[config.mk]
export PLATFORM = sky130hd
export DESIGN_NAME = pll_lock_sequencer
export DESIGN_NICKNAME = d
export VERILOG_FILES = /design/src/rtl/pll_seq_pkg.sv /design/src/rtl/sync_2ff.sv /design/src/rtl/pll_lock_sequencer.sv
export SDC_FILE = /design/constraint.sdc
export NUM_CORES = 1
export LEC_CHECK = 0
export CAP_MARGIN = 20
export CORE_UTILIZATION = 45
export CTS_CLUSTER_SIZE = 24
export DETAILED_ROUTE_END_ITERATION = 16
export MAX_ROUTING_LAYER = met4
export SETUP_SLACK_MARGIN = 0.05
export SLEW_MARGIN = 10
export SYNTH_ARGS = -nofsm -noshare
export SYNTH_HDL_FRONTEND = slang
export SYNTH_SLANG_ARGS = --single-unit
[constraint.sdc]
create_clock -name refclk -period 2.64 [get_ports refclk]
set_clock_uncertainty 0.15 [all_clocks]
set_input_delay 0.396 -clock refclk [delete_from_list [all_inputs] [get_ports refclk]]
set_output_delay 0.396 -clock refclk [all_outputs]
set_load 0.03 [all_outputs]
[src/rtl/pll_seq_pkg.sv]
// Shared definitions for the PLL reset/lock sequencer.
// State encodings and counter sizing helper.
package pll_seq_pkg;

    typedef logic [2:0] state_t;

    localparam state_t S_RESET_PLL = 3'd0;
    localparam state_t S_WAIT_LOCK = 3'd1;
    localparam state_t S_STABLE    = 3'd2;
    localparam state_t S_RUN       = 3'd3;
    localparam state_t S_FAILED    = 3'd4;

    // Width able to hold (largest terminal count - 1); never narrower than 1.
    function automatic int cnt_width(input int a, input int b, input int c);
        int m;
        m = a;
        if (b > m) m = b;
        if (c > m) m = c;
        if (m < 2) return 1;
        return $clog2(m);
    endfunction

endpackage

[src/rtl/sync_2ff.sv]
// Single-bit two-flop synchronizer, async reset to 0.
// Shared by CDC points across the core.
module sync_2ff (
    input  logic clk,
    input  logic rst,
    input  logic d,
    output logic q
);

    logic meta;

    always_ff @(posedge clk or posedge rst) begin
        if (rst) begin
            meta <= 1'b0;
            q    <= 1'b0;
        end else begin
            meta <= d;
            q    <= meta;
        end
    end

endmodule

[src/rtl/pll_lock_sequencer.sv]
// PLL reset pulse, debounced lock wait and downstream reset release,
// with lock supervision, timeout retries and software re-sequencing.
module pll_lock_sequencer
    import pll_seq_pkg::*;
#(
    parameter int RST_HOLD_CYCLES     = 16,
    parameter int LOCK_STABLE_CYCLES  = 1024,
    parameter int LOCK_TIMEOUT_CYCLES = 65536,
    parameter int MAX_RETRIES         = 3
) (
    input  logic       refclk,
    input  logic       rst,
    input  logic       pll_locked,
    input  logic       relock_req,
    output logic       pll_rst,
    output logic       sys_rst,
    output logic       ready,
    output logic       fail,
    output logic [1:0] retry_count
);

    localparam int CW = cnt_width(RST_HOLD_CYCLES,
                                  LOCK_STABLE_CYCLES,
                                  LOCK_TIMEOUT_CYCLES);

    localparam logic [CW-1:0] HOLD_LAST    = CW'(RST_HOLD_CYCLES - 1);
    localparam logic [CW-1:0] STABLE_LAST  = CW'(LOCK_STABLE_CYCLES - 1);
    localparam logic [CW-1:0] TIMEOUT_LAST = CW'(LOCK_TIMEOUT_CYCLES - 1);
    localparam logic [1:0]    RETRY_MAX    = 2'(MAX_RETRIES);

    logic          lock_s;
    state_t        state;
    state_t        state_nxt;
    logic [CW-1:0] cnt;
    logic [1:0]    retry_nxt;
    logic          cnt_run;

    sync_2ff u_lock_sync (
        .clk (refclk),
        .rst (rst),
        .d   (pll_locked),
        .q   (lock_s)
    );

    always_comb begin
        state_nxt = state;
        retry_nxt = retry_count;
        case (state)
            S_RESET_PLL: begin
                if (cnt == HOLD_LAST)
                    state_nxt = S_WAIT_LOCK;
            end
            S_WAIT_LOCK: begin
                // Lock has priority over a coincident timeout.
                if (lock_s) begin
                    state_nxt = S_STABLE;
                end else if (cnt == TIMEOUT_LAST) begin
                    if (retry_count < RETRY_MAX) begin
                        state_nxt = S_RESET_PLL;
                        retry_nxt = retry_count + 2'd1;
                    end else begin
                        state_nxt = S_FAILED;
                    end
                end
            end
            S_STABLE: begin
                if (!lock_s) begin
                    state_nxt = S_WAIT_LOCK;
                end else if (cnt == STABLE_LAST) begin
                    state_nxt = S_RUN;
                    retry_nxt = 2'd0;
                end
            end
            S_RUN: begin
                if (!lock_s || relock_req)
                    state_nxt = S_RESET_PLL;
            end
            S_FAILED: begin
                if (relock_req) begin
                    state_nxt = S_RESET_PLL;
                    retry_nxt = 2'd0;
                end
            end
            default: begin
                state_nxt = S_RESET_PLL;
            end
        endcase
    end

    // RUN and FAILED have no terminal count, so the counter parks there.
    assign cnt_run = (state == S_RESET_PLL) ||
                     (state == S_WAIT_LOCK) ||
                     (state == S_STABLE);

    always_ff @(posedge refclk or posedge rst) begin
        if (rst) begin
            state       <= S_RESET_PLL;
            cnt         <= '0;
            retry_count <= 2'd0;
        end else begin
            state       <= state_nxt;
            retry_count <= retry_nxt;
            if (state_nxt != state)
                cnt <= '0;
            else if (cnt_run)
                cnt <= cnt + CW'(1);
        end
    end

    always_comb begin
        pll_rst = 1'b0;
        sys_rst = 1'b1;
        ready   = 1'b0;
        fail    = 1'b0;
        case (state)
            S_RESET_PLL: pll_rst = 1'b1;
            S_WAIT_LOCK: ;
            S_STABLE:    ;
            S_RUN: begin
                sys_rst = 1'b0;
                ready   = 1'b1;
            end
            S_FAILED:    fail = 1'b1;
            default:     pll_rst = 1'b1;
        endcase
    end

endmodule

==> impl_metrics.ini, run 1 <==
[worst_setup_path]
cp-start-kind = flip-flop
crit_path_cell_trace = or4_4 -> or4_1 -> o32a_1 -> a211o_1 -> buf_4 -> a21oi_2
slowest_delay_ns = 0.55
worstPathRequired_ns = 2.72
criticalPathCategory = reg -> reg
worst-r2r-setup-slack_ns = 0.13
path_buf_inv = 1
crit_slowest_cell = or4_4
crit_path_end_kind = flip-flop
crit_fanout = 6
critPathTopFamily = simple AND/OR/NAND/NOR gates
crit_arrival_ns = 2.59

[sta]
setup_viol = 0
max_freq_ghz = 0.399
fin_crit_ns = 2.51
maxSlewViolCount = 0
rsz0062_at_grt = no
worst_slew_pin_slew_ns = 0.366
fin_setup_tns_ns = 0
hold_viol = 0
relSlewSlack_pct = 75.4
min_period_over_period_pct = 95.0

[clocking]
clkTransAtPathRegs_ns = 0.13
cts_root_buf = clkbuf_4
clk_latency_ns = 0.30
cts_made_buffers = 3
clkSinkCount = 23
h-tree-depth = 1
hold_buffers = 0
cts_tree = done
clockBufferDepth = 2

[floorplan]
rows = 19
initial_core_util_pct = 48.6
pin_count = 10
die_h_um = 57.3
core-area_um2 = 2830
die_area_um2 = 3280
die_w_um = 57.3

[power]
power_density_nw_per_um2 = 829
peakVddDrop_v = 0.000482
power_mw = 1.32
power.leakage_nw = 0.689

[grt]
grt_pass1_wl_um = 4890
grt_antenna_before_repair = 0
use_met1_pct = 27.6
grt_use_total_pct = 20.0
grt_use_met2_pct = 31.1
grtUsageMet3_pct = 3.40
grt_pass1_vias = 1063
grt_overflow = 0
grt-busiest-layer = met2
grt_max_degree = 24

[logic_synthesis]
ys_types = 34
avgSynthCellArea_um2 = 9.61
seq_area_frac_synth_pct = 41.9
synth.cell_area_um2 = 1370
yosys-top-cells-area = dfrtp_1 (42%), a21oi_2 (6.4%), xor2_1 (5.7%)
ys_ff_latch = 23
yosysTopAreaCell = dfrtp_1
syn-instance-count = 143
synth_fp_nets = 149
netlist.area_leader.share_pct = 41.9
yosysWarnings = 0

[job]
maxCapViolations = 0

[placed_design]
gp_congestion = 0.813
dpl_cell_area_um2 = 1540
port_buffers = 9
dp_hpwl_um = 2090
place_inst = 187

[layout]
post-route-util_pct = 56.1
area_growth_pct = 15.6
diodes = 0
layout_common_cells = dfrtp_1 (23), nor2_1 (15), buf_4 (12)
final_nets = 168
layout-drive-gt1-share_pct = 21.1
stdcell_count = 192
stdcell_area_um2 = 1590
final_common_cell = dfrtp_1

[detailed_routing]
dr.first_iter.drc_count = 47
ant_nets = 0
via_count = 1080
drtPass1Iterations = 10
drt-total-wl_um = 2780
via_per_inst = 5.63
wire_per_inst_um = 14.5
drc = 4

[outcome]
status = finished, violations left
violations = DRC

[min_path]
holdCritPathClass = reg -> reg
-- cell families after synthesis --
| group | share of synthesized area [%] |
|---|---|
| and+or+nand+nor | 23.6 |
| AOI/OAI and AO/OA | 13.3 |
| DFF | 41.9 |
| xor gates and xnor gates | 10.8 |
| buffers and inverters | 5.46 |
| muxes | 3.10 |
| adders and majority gates | 1.82 |
-- sequential cells by signal (all words and copies together), names as in the netlist --
name and flops:
u_lock_sync.q 1, cnt 16, state 3, u_lock_sync.meta 1, retry_count 2
-- cell type report --
| type | instances | area (um^2) |
|---|---|---|
| multi-input cells | 106 | 736 |
| flip-flops and latches | 23 | 576 |
| repair buffers | 21 | 185 |
| well taps | 31 | 38.8 |
| fillers | 265 | 1240 |
| clock buffers | 4 | 26.3 |
| inverters | 7 | 26.3 |
-- timing repair --
item / CTS / global route
endpoints found under the setup margin: 0 / 12
buffers inserted: 0 / 1
resized for setup: 0 / 5
-- report_power, final --
group	switching [mW]	internal, mW
sequential	0.0794	0.422
clock	0.101	0.0588
combinational	0.366	0.288
-- path summary, 6_finish.rpt --
| path | cells past startpoint | from | end |
|---|---|---|---|
| worst min-delay path | 0 | u_lock_sync.meta | u_lock_sync.q |
| worst min register to register | 0 | u_lock_sync.meta | u_lock_sync.q |
| worst max register to register | 6 | cnt[10] | cnt[0] |
| max in group asynchronous | 3 | rst | cnt[11] |
| worst max-delay path | 6 | cnt[10] | cnt[0] |
| min in group asynchronous | 3 | rst | cnt[10] |
-- cells in the mapped netlist (all sizes together) --
master / count
nor4: 5
inv: 7
a21oi: 14
or3b: 1
a2bb2oi: 1
or2b: 1
xnor2: 8
nor2b: 3
a211o: 1
dfrtp: 23
clkbuf: 4
a311oi: 1
nor2: 15
a221oi: 1
nand2b: 1
a31o: 2
and4: 1
nand3: 8
xor2: 9
o32a: 1
or4bb: 1
o21ai: 1
nand4: 6
nor3b: 1
nor3: 5
buf: 3
mux2: 2
o211ai: 1
mux2i: 2
and3: 4
or4: 2
nand2: 6
ha: 2
-- metal layers --
metal  part of all wire, %  wire (um)  vias up
met1                    51       1420      519
met3                   2.5         69        2
met4                  0.83         23        0
li1                      -          -      545
met5                     0          0        -
met2                    46       1270       14
-- per-stage QoR --
step                hold WS (ns)  setup WS (ns)
floorplan                  0.181          0.128
global placement           0.182          0.186
detailed placement         0.186          0.158
CTS                        0.214          0.120
global route               0.238         0.0673
finish                     0.218          0.131
-- worst reg2reg max path, cell delays in order (launching register included) --
cell and delay (ns):
dfrtp_1 0.44, or4_4 0.55, or4_1 0.44, o32a_1 0.21, a211o_1 0.34, buf_4 0.18
a21oi_2 0.13
No activity file was read; power rests on OpenSTA's default activity.
==> run 2: changes to the inputs <==
- CAP_MARGIN: 20 -> 30
==> results of run 2 <==
The final DEF is identical to that of run 1; final timing and power are the same.
==> run 3: changes to the inputs <==
- ABC_AREA: not set -> 0
- CORE_ASPECT_RATIO: not set -> 0.8
==> impl_metrics.ini, run 3 (same netlist as run 1, synthesis figures left out) <==
[placed_design]
dp_hpwl_um = 2150
dpl_cell_area_um2 = 1550
dp_slack_ns = 0.153
gp_congestion = 0.936
place_inst = 195
port_buffers = 9

[sta]
fin_crit_ns = 2.49
layout_setup_ws_ns = 0.152
hold_viol = 0
worst_slew_pin_slew_ns = 0.429
setup_viol = 0
max_freq_ghz = 0.402
hold_slack_ns = 0.207
min_period_over_period_pct = 94.2
fin_setup_tns_ns = 0
relSlewSlack_pct = 71.1
maxSlewViolCount = 0
rsz0062_at_grt = no

[clocking]
clockBufferDepth = 2
hold_buffers = 0
cts_made_buffers = 3
cts_root_buf = clkbuf_8
clkSinkCount = 23
h-tree-depth = 1
clkTransAtPathRegs_ns = 0.08
clk_latency_ns = 0.26
cts_tree = done

[layout]
largest_reg_flops = 16
stdcell_count = 199
area_growth_pct = 16.8
layout-drive-gt1-share_pct = 21.1
diodes = 0
final_nets = 168
top_regs = cnt: 16 flops, state: 3 flops, retry_count: 2 flops
post-route-util_pct = 56.7
fillers = 255
stdcell_area_um2 = 1610
largest-register = cnt
layout_common_cells = dfrtp_1 (22), nor2_1 (15), buf_4 (12)
final_common_cell = dfrtp_1

[min_path]
holdCritPathClass = reg -> reg

[floorplan]
pin_count = 10
initial_core_util_pct = 48.6
die_h_um = 51.4
die_w_um = 63.8
die_area_um2 = 3280
core-area_um2 = 2830
rows = 17

[detailed_routing]
via_per_inst = 5.60
via_count = 1115
wire_per_inst_um = 14.4
ant_nets = 0
dr.first_iter.drc_count = 106
drtPass1Iterations = 4
drc = 0
drt-total-wl_um = 2860

[worst_setup_path]
worstPathRequired_ns = 2.65
crit_path_end_kind = flip-flop
crit_fanout = 5
cp-start-kind = flip-flop
criticalPathCategory = reg -> reg
crit_arrival_ns = 2.49

[job]
maxCapViolations = 0

[power]
power.leakage_nw = 0.674
peakVddDrop_v = 0.000472
power_density_nw_per_um2 = 856
power_mw = 1.37

[outcome]
status = finished, final reports clean

[grt]
grt_max_degree = 24
grt_antenna_before_repair = 0
grt_overflow = 0
grt_use_total_pct = 20.6
grt_pass1_wl_um = 4970
grt_pass1_vias = 1076
## run 3: cell types whose count changed in the layout (fill, tap and decap cells not counted), sizes merged
cell,before,now
dlymetal6s2s,2,0
clkbuf,4,3
clkdlybuf4s50,7,9
clkinvlp,0,1
## run 3: timing repair
action	CTS	global route
gates resized for setup	0	2
setup buffers	0	0
setup endpoints to repair	0	1
## run 3: worst paths after layout
check	slack [ns]	start	to	cells after the start
max	0.15	cnt[10]	retry_count[1]	5
min	0.21	u_lock_sync.meta	u_lock_sync.q	0
max reg2reg	0.15	cnt[10]	retry_count[1]	5
min reg2reg	0.21	u_lock_sync.meta	u_lock_sync.q	0
max in group asynchronous	1.77	rst	state[1]	3
min in group asynchronous	0.32	rst	cnt[0]	3
## run 3: where the power goes
group / total [mW] / switching (mW) / internal [mW]
logic: 0.645 / 0.363 / 0.283
clock network: 0.223 / 0.116 / 0.107
registers: 0.506 / 0.0819 / 0.424
## run 3: area by class of cell
type / instances / area [um^2] / area share [%]
clock buffer: 3 / 41.3 / 2.57
tap: 38 / 47.5 / 2.96
inverter: 7 / 26.3 / 1.64
timing repair buffer: 21 / 180 / 11.2
multi-input combinational: 106 / 726 / 45.2
sequential: 23 / 577 / 35.9
clock inverter: 1 / 7.51 / 0.468
## run 3: critical path, cell delays in order (launching register included)
cell and delay (ns):
dfrtp_1 0.43, or4_1 0.54, nor4_1 0.36, nand2_1 0.09, a311oi_1 0.42, mux2_2 0.38
## run 3: per-layer routing
layer	global-route usage, %	vias up	share of wire [%]
li1	-	544	-
met1	27.7	539	52
met2	30.9	30	44
met3	6.03	2	4.1
met4	4.17	0	0.42
met5	-	-	0
